File: src/rtl/freq_meas_ctrl_if.sv
// Result channel of the period-counting frequency meter: averaged period plus timeout flag,
// moved under valid/ready flow control.
`timescale 1ns/1ps
interface freq_meas_ctrl_if #(
  parameter int CNT_W = 16
);
  logic [CNT_W-1:0] per_data;
  logic             per_valid;
  logic             per_ready;
  logic             timeout;

  modport master (output per_data, output per_valid, output timeout, input per_ready);
  modport slave  (input per_data, input per_valid, input timeout, output per_ready);
endinterface

File: src/rtl/freq_meas_ctrl.sv
// Sequencer for the period-counting frequency meter: synchronises sig_in, averages 2^AVG_LOG2
// edge-to-edge periods and hands one result per request. Option macro: AUTO_REARM_EN.
`timescale 1ns/1ps
module freq_meas_ctrl #(
  parameter int CNT_W    = 16,
  parameter int AVG_LOG2 = 2,
  parameter int TIMEOUT  = 1000
) (
  input  logic                clk,
  input  logic                reset,
  input  logic                sig_in,
  input  logic                start,
  output logic                busy,
  output logic [1:0]          dbg_state_o,
  freq_meas_ctrl_if.master    res_if
);

  typedef enum logic [1:0] {S_IDLE = 2'd0, S_ARM = 2'd1, S_MEAS = 2'd2, S_DONE = 2'd3} state_e;

  localparam int NAVG  = 1 << AVG_LOG2;
  localparam int ACC_W = CNT_W + AVG_LOG2;
  localparam int N_W   = AVG_LOG2 + 1;

  state_e             state_q, state_d;
  logic               sync1_q, sync_q, prev_q;
  logic [CNT_W-1:0]   cnt_q, cnt_d;
  logic [ACC_W-1:0]   acc_q, acc_d;
  logic [N_W-1:0]     n_q, n_d;
  logic [CNT_W-1:0]   per_data_q, per_data_d;
  logic               timeout_q, timeout_d;

  logic               sig_edge;
  logic               at_limit;
  logic               last_period;
  logic [ACC_W-1:0]   acc_sum;
  logic               hs;
  logic               rearm;

  assign sig_edge    = sync_q & ~prev_q;
  assign at_limit    = (cnt_q == CNT_W'(TIMEOUT));
  assign last_period = (n_q == N_W'(NAVG - 1));
  assign acc_sum     = acc_q + ACC_W'(cnt_q);
  // Result channel: a transfer happens on a cycle where per_valid & per_ready are both 1;
  // per_valid, per_data and timeout never change while per_valid=1 and per_ready=0.
  assign hs          = (state_q == S_DONE) & res_if.per_ready;

`ifdef AUTO_REARM_EN
  assign rearm = 1'b1;
`else
  assign rearm = start;
`endif

  always_ff @(posedge clk or negedge reset) begin
    if (!reset) begin
      state_q <= S_IDLE;
    end else begin
      state_q <= state_d;
    end
  end

  always_ff @(posedge clk or negedge reset) begin
    if (!reset) begin
      sync1_q    <= 1'b0;
      sync_q     <= 1'b0;
      prev_q     <= 1'b0;
      cnt_q      <= '0;
      acc_q      <= '0;
      n_q        <= '0;
      per_data_q <= '0;
      timeout_q  <= 1'b0;
    end else begin
      sync1_q    <= sig_in;
      sync_q     <= sync1_q;
      prev_q     <= sync_q;
      cnt_q      <= cnt_d;
      acc_q      <= acc_d;
      n_q        <= n_d;
      per_data_q <= per_data_d;
      timeout_q  <= timeout_d;
    end
  end

  always_comb begin
    state_d = state_q;
    case (state_q)
      S_IDLE: if (start) state_d = S_ARM;
      S_ARM: begin
        if (sig_edge)      state_d = S_MEAS;
        else if (at_limit) state_d = S_DONE;
      end
      S_MEAS: begin
        // A coincident edge at the timeout limit still counts as a valid period.
        if (sig_edge && last_period) state_d = S_DONE;
        else if (!sig_edge && at_limit) state_d = S_DONE;
      end
      S_DONE: if (hs) state_d = rearm ? S_ARM : S_IDLE;
      default: state_d = S_IDLE;
    endcase
  end

  always_comb begin
    cnt_d      = cnt_q;
    acc_d      = acc_q;
    n_d        = n_q;
    per_data_d = per_data_q;
    timeout_d  = timeout_q;
    case (state_q)
      S_IDLE: if (start) cnt_d = CNT_W'(1);
      S_ARM: begin
        if (sig_edge) begin
          cnt_d = CNT_W'(1);
          acc_d = '0;
          n_d   = '0;
        end else if (at_limit) begin
          per_data_d = '0;
          timeout_d  = 1'b1;
        end else begin
          cnt_d = cnt_q + CNT_W'(1);
        end
      end
      S_MEAS: begin
        if (sig_edge) begin
          cnt_d = CNT_W'(1);
          acc_d = acc_sum;
          n_d   = n_q + N_W'(1);
          if (last_period) begin
            per_data_d = CNT_W'(acc_sum >> AVG_LOG2);
            timeout_d  = 1'b0;
          end
        end else if (at_limit) begin
          per_data_d = '0;
          timeout_d  = 1'b1;
        end else begin
          cnt_d = cnt_q + CNT_W'(1);
        end
      end
      S_DONE: if (hs && rearm) cnt_d = CNT_W'(1);
      default: ;
    endcase
  end

  // per_valid is DONE itself, so it rises the cycle after the deciding edge like a register would.
  always_comb begin
    busy             = (state_q != S_IDLE);
    dbg_state_o      = state_q;
    res_if.per_valid = (state_q == S_DONE);
    res_if.per_data  = per_data_q;
    res_if.timeout   = timeout_q;
  end

endmodule
File: src/flat_wrapper.sv
// flat-port wrapper written by rule: the top's interface ports become plain ports
module freq_meas_ctrl_flat 
#(
  parameter int CNT_W    = 16,
  parameter int AVG_LOG2 = 2,
  parameter int TIMEOUT  = 1000
)
  (clk, reset, sig_in, start, busy, dbg_state_o, res_if_per_data, res_if_per_valid, res_if_timeout, res_if_per_ready);
  freq_meas_ctrl_if #(.CNT_W(CNT_W)) res_if_i ();
  input  logic clk;
  input  logic reset;
  input  logic sig_in;
  input  logic start;
  output logic busy;
  output logic [1:0] dbg_state_o;
  output wire logic [$bits(res_if_i.per_data)-1:0] res_if_per_data;
  output wire logic [$bits(res_if_i.per_valid)-1:0] res_if_per_valid;
  output wire logic [$bits(res_if_i.timeout)-1:0] res_if_timeout;
  input wire logic [$bits(res_if_i.per_ready)-1:0] res_if_per_ready;
  assign res_if_per_data = res_if_i.per_data;
  assign res_if_per_valid = res_if_i.per_valid;
  assign res_if_timeout = res_if_i.timeout;
  assign res_if_i.per_ready = res_if_per_ready;
  freq_meas_ctrl #(.CNT_W(CNT_W), .AVG_LOG2(AVG_LOG2), .TIMEOUT(TIMEOUT)) u_core (.clk(clk), .reset(reset), .sig_in(sig_in), .start(start), .busy(busy), .dbg_state_o(dbg_state_o), .res_if(res_if_i));
endmodule
File: config.mk
export PLATFORM = sky130hd
export DESIGN_NAME = freq_meas_ctrl_flat
export DESIGN_NICKNAME = d
export VERILOG_FILES = /design/src/rtl/freq_meas_ctrl_if.sv /design/src/rtl/freq_meas_ctrl.sv /design/src/flat_wrapper.sv
export SDC_FILE = /design/constraint.sdc
export NUM_CORES = 1
export LEC_CHECK = 0
export CORE_MARGIN = 3
export CORE_UTILIZATION = 63
export DETAILED_ROUTE_END_ITERATION = 8
export HOLD_SLACK_MARGIN = 0.1
export PLACE_DENSITY = 0.85
export SLEW_MARGIN = 20
export SYNTH_ARGS = -nofsm -noshare
export SYNTH_HDL_FRONTEND = slang
export SYNTH_SLANG_ARGS = --single-unit
File: constraint.sdc
create_clock -name clk -period 4.4 [get_ports clk]
set_input_delay 0.44 -clock clk [delete_from_list [all_inputs] [get_ports clk]]
set_output_delay 0.44 -clock clk [all_outputs]
set_load 0.03 [all_outputs]
==> key figures <==
Outcome
  – Outcome: finished, final reports clean

Placed design
  – I/O Buffers: 25
  – GPL Wtd Cong: 0.956
  – Placed inst area: 0.00382 mm2
  – HPWL Detailed: 5.54 mm

CTS
  – Cts bufs inserted: 9
  – Post-CTS Setup Bufs: 0
  – Clock Tree Root: clkbuf_8
  – Clock sink count: 59
  – Post-CTS Resized: 0
  – Worst-path clk slew: 0.07 ns
  – # hold bufs at CTS: 0
  – CTS tree: yes
  – H-tree lvl count: 3
  – CTS max path bufs: 2
  – Clock Latency Late Sink: 0.35 ns

Logic synthesis
  – Mean Syn Cell Area: 9.44 um2
  – Most used DFF post-synth: dfrtp_1
  – Synth Area in Compound Gates: 23.5%
  – Synthesis Warnings: 0
  – Post-Synth Adder-Cell Area: 9.50%
  – Seq cells post-synth: 59
  – Sequential element share of the synthesized area: 42.1%
  – Largest family of logic cells by synthesized area: compound AO/OA/AOI/OAI gates
  – Asr flop ratio synth: 100%
  – Simple-Gate Fraction of Synth Area: 16.8%
  – Xor and xnor area share after synthesis: 4.00%
  – Cell variety after synth: 51
  – Post-synth EDFFs: 0
  – Post-Syn Instances: 371
  – Syn nets: 402
  – Multiplexer area fraction after synthesis: 1.21%
  – Synthesized cell area: 0.00350 mm2

Finish
  – # diodes: 0
  – Area grow syn2layout: 14.1%
  – Share of cells above drive strength 1: 6.47%
  – Final Cell Area: 0.00400 mm2
  – Final net count: 429

Timing
  – Maximum clock rate: 383 MHz
  – Min cycle time layout: 2.61 ns
  – Setup TNS: 0 ns
  – Slew margin rel.: 51.1%
  – Worst-margin pin slew: 0.733 ns
  – Final Skew: 0.0126 ns
  – Final Hold Vio Count: 0
  – RSZ-0062 raised after global routing: false
  – Final setup vio count: 0
  – Max Slew Vio Count: 0
  – Final period utilization: 59.3%
  – Final hold slack: 0.236 ns

Die
  – Initial Utilization: 66.9%
  – Die width: 80.6 um
  – Row Count: 26
  – Core ar.: 0.00524 mm2
  – Die area: 0.00649 mm2
  – Ports: 26
  – Die Y: 80.6 um

Setup path
  – Max FO, Critical Path: 6
  – Startpoint Class: register
  – Worst Setup End Kind: register
  – Worst path required time: 4.62 ns
  – Crit Path Category: register to register
  – R2r setup slk: 1.79 ns
  – Arr. time, crit path: 2.83 ns

Drt
  – Vias post-DR: 2933
  – Final ANT Viol Nets: 0
  – Vias per std cell: 6.21
  – DR DRC count: 0
  – WL final: 7.85 mm
  – Post-DR wirelength/cell: 16.6 um
  – Router iterations before antenna repair: 5
  – DR iter-0 viols: 317

Power
  – Leak: 1.83 nW
  – Sw frac: 38.5%
  – P_sw: 0.641 mW
  – Pwr/cell area: 416 mW/mm2
  – Clk pwr share: 27.3%
  – Gate power share: 35.6%
  – Worst IR Drop VDD: 588 uV
  – Internal: 1.02 mW
  – Register share of total power: 37.1%

Global route
  – Vias in the first global route: 2824
  – Gr usage total: 27.2%
  – Gr ovfl total: 0
  – First-pass GRT wire length: 13.4 mm
  – Initial antenna violation count: 0
  – Largest net degree at the start of global routing: 60

Worst hold path
  – Hold WC Path Type: primary input to async pin

Job
  – MaxCap Viol Count: 0
[metrics by stage]
step           std cells  utilization, %  worst slack (ns)  power [mW]
2_1_floorplan        371               -              1.98        1.03
3_3_place_gp         457            72.9              1.88        1.19
3_5_place_dp         457            72.9              1.83        1.21
4_1_cts              472            76.3              1.80        1.67
5_1_grt              472            76.3              1.48        1.76
6_report             472            76.3              1.79        1.66
[registers in the layout, indices dropped and copies added (netlist names)]
signal                  count
u_core.cnt_q               16
u_core.res_if.timeout       1
u_core.res_if.per_data     16
u_core.prev_q               1
u_core.sync_q               1
u_core.sync1_q              1
u_core.acc_q               18
u_core.n_q                  3
u_core.dbg_state_o          2
[layer usage]
layer / GRT usage (%) / vias to the layer above / share of wire, %
li1: - / 1426 / -
met5: 0 / - / 0
met1: 34.8 / 1397 / 43
met2: 45.2 / 94 / 48
met4: 10.8 / 0 / 1.9
met3: 5.38 / 16 / 6.6
[placed cells by master, fill, tap and decap left out, types with 7 or more instances in the layout]
| master | synthesis | final |
|---|---|---|
| dfrtp_1 | 59 | 59 |
| nand2_1 | 42 | 42 |
| o21ai_0 | 33 | 32 |
| a21oi_1 | 27 | 27 |
| ha_1 | 25 | 25 |
| a22o_1 | 24 | 24 |
| clkdlybuf4s50_1 | 0 | 24 |
| nor2_1 | 19 | 19 |
| inv_1 | 14 | 14 |
| nand3_1 | 13 | 13 |
| clkbuf_8 | 0 | 12 |
| xnor2_1 | 11 | 11 |
| nand2b_1 | 7 | 7 |
| and3_1 | 7 | 7 |
[power by group through the flow]
stage	Clock, mW	Combinational (mW)	Sequential, mW
after detailed placement	0	0.585	0.625
after global placement	0	0.568	0.622
final	0.454	0.592	0.617
after CTS	0.462	0.590	0.616
after global routing	0.482	0.653	0.622
after floorplan	0	0.397	0.635
[cells by family (layout without fill, tap and decap cells)]
group | Yosys count | in the layout
AO/OA/AOI/OAI | 123 | 123
XOR/XNOR | 16 | 16
adder cells (fa/ha/maj) | 26 | 26
buffers and inverters | 26 | 57
flip-flops | 59 | 59
multiplexers | 4 | 4
AND/OR/NAND/NOR | 117 | 117
[worst paths after layout]
path | startpoint | endpoint | cells past startpoint
max | u_core.cnt_q[0] | u_core.res_if.per_data[14] | 9
min | reset | u_core.acc_q[16] | 2
max reg2reg | u_core.cnt_q[0] | u_core.res_if.per_data[14] | 9
min reg2reg | u_core.sync1_q | u_core.sync_q | 0
max in group asynchronous | reset | u_core.cnt_q[5] | 2
min in group clk | u_core.sync1_q | u_core.sync_q | 0
[cells in the mapped netlist, types with 7 or more instances]
| cell type | n | area share [%] |
|---|---|---|
| a21oi_1 | 27 | 3.9 |
| a22o_1 | 24 | 6.0 |
| and3_1 | 7 | 1.2 |
| clkbuf_1 | 11 | 1.2 |
| dfrtp_1 | 59 | 42 |
| ha_1 | 25 | 8.9 |
| inv_1 | 14 | 1.5 |
| nand2_1 | 42 | 4.5 |
| nand2b_1 | 7 | 1.2 |
| nand3_1 | 13 | 1.9 |
| nor2_1 | 19 | 2.0 |
| o21ai_0 | 33 | 4.7 |
| xnor2_1 | 11 | 2.7 |
[final cells by class]
type / instances / area [um2]
Fill cell: 363 / 1240
Clock inverter: 2 / 10.0
Multi-Input combinational cell: 286 / 1930
Sequential cell: 59 / 1480
Timing Repair Buffer: 28 / 268
Tap cell: 70 / 87.6
Inverter: 14 / 52.6
Clock buffer: 13 / 169
[worst max-delay path, stage by stage, from the launching register on]
cell	delay, ns
dfrtp_1	0.43
ha_1	0.21
inv_1	0.06
fa_1	0.39
nand2b_1	0.18
a21oi_1	0.31
o21ai_0	0.17
o31ai_1	0.49
xnor2_1	0.17
o21ai_0	0.08
No activity file was read; power rests on OpenSTA's default activity.
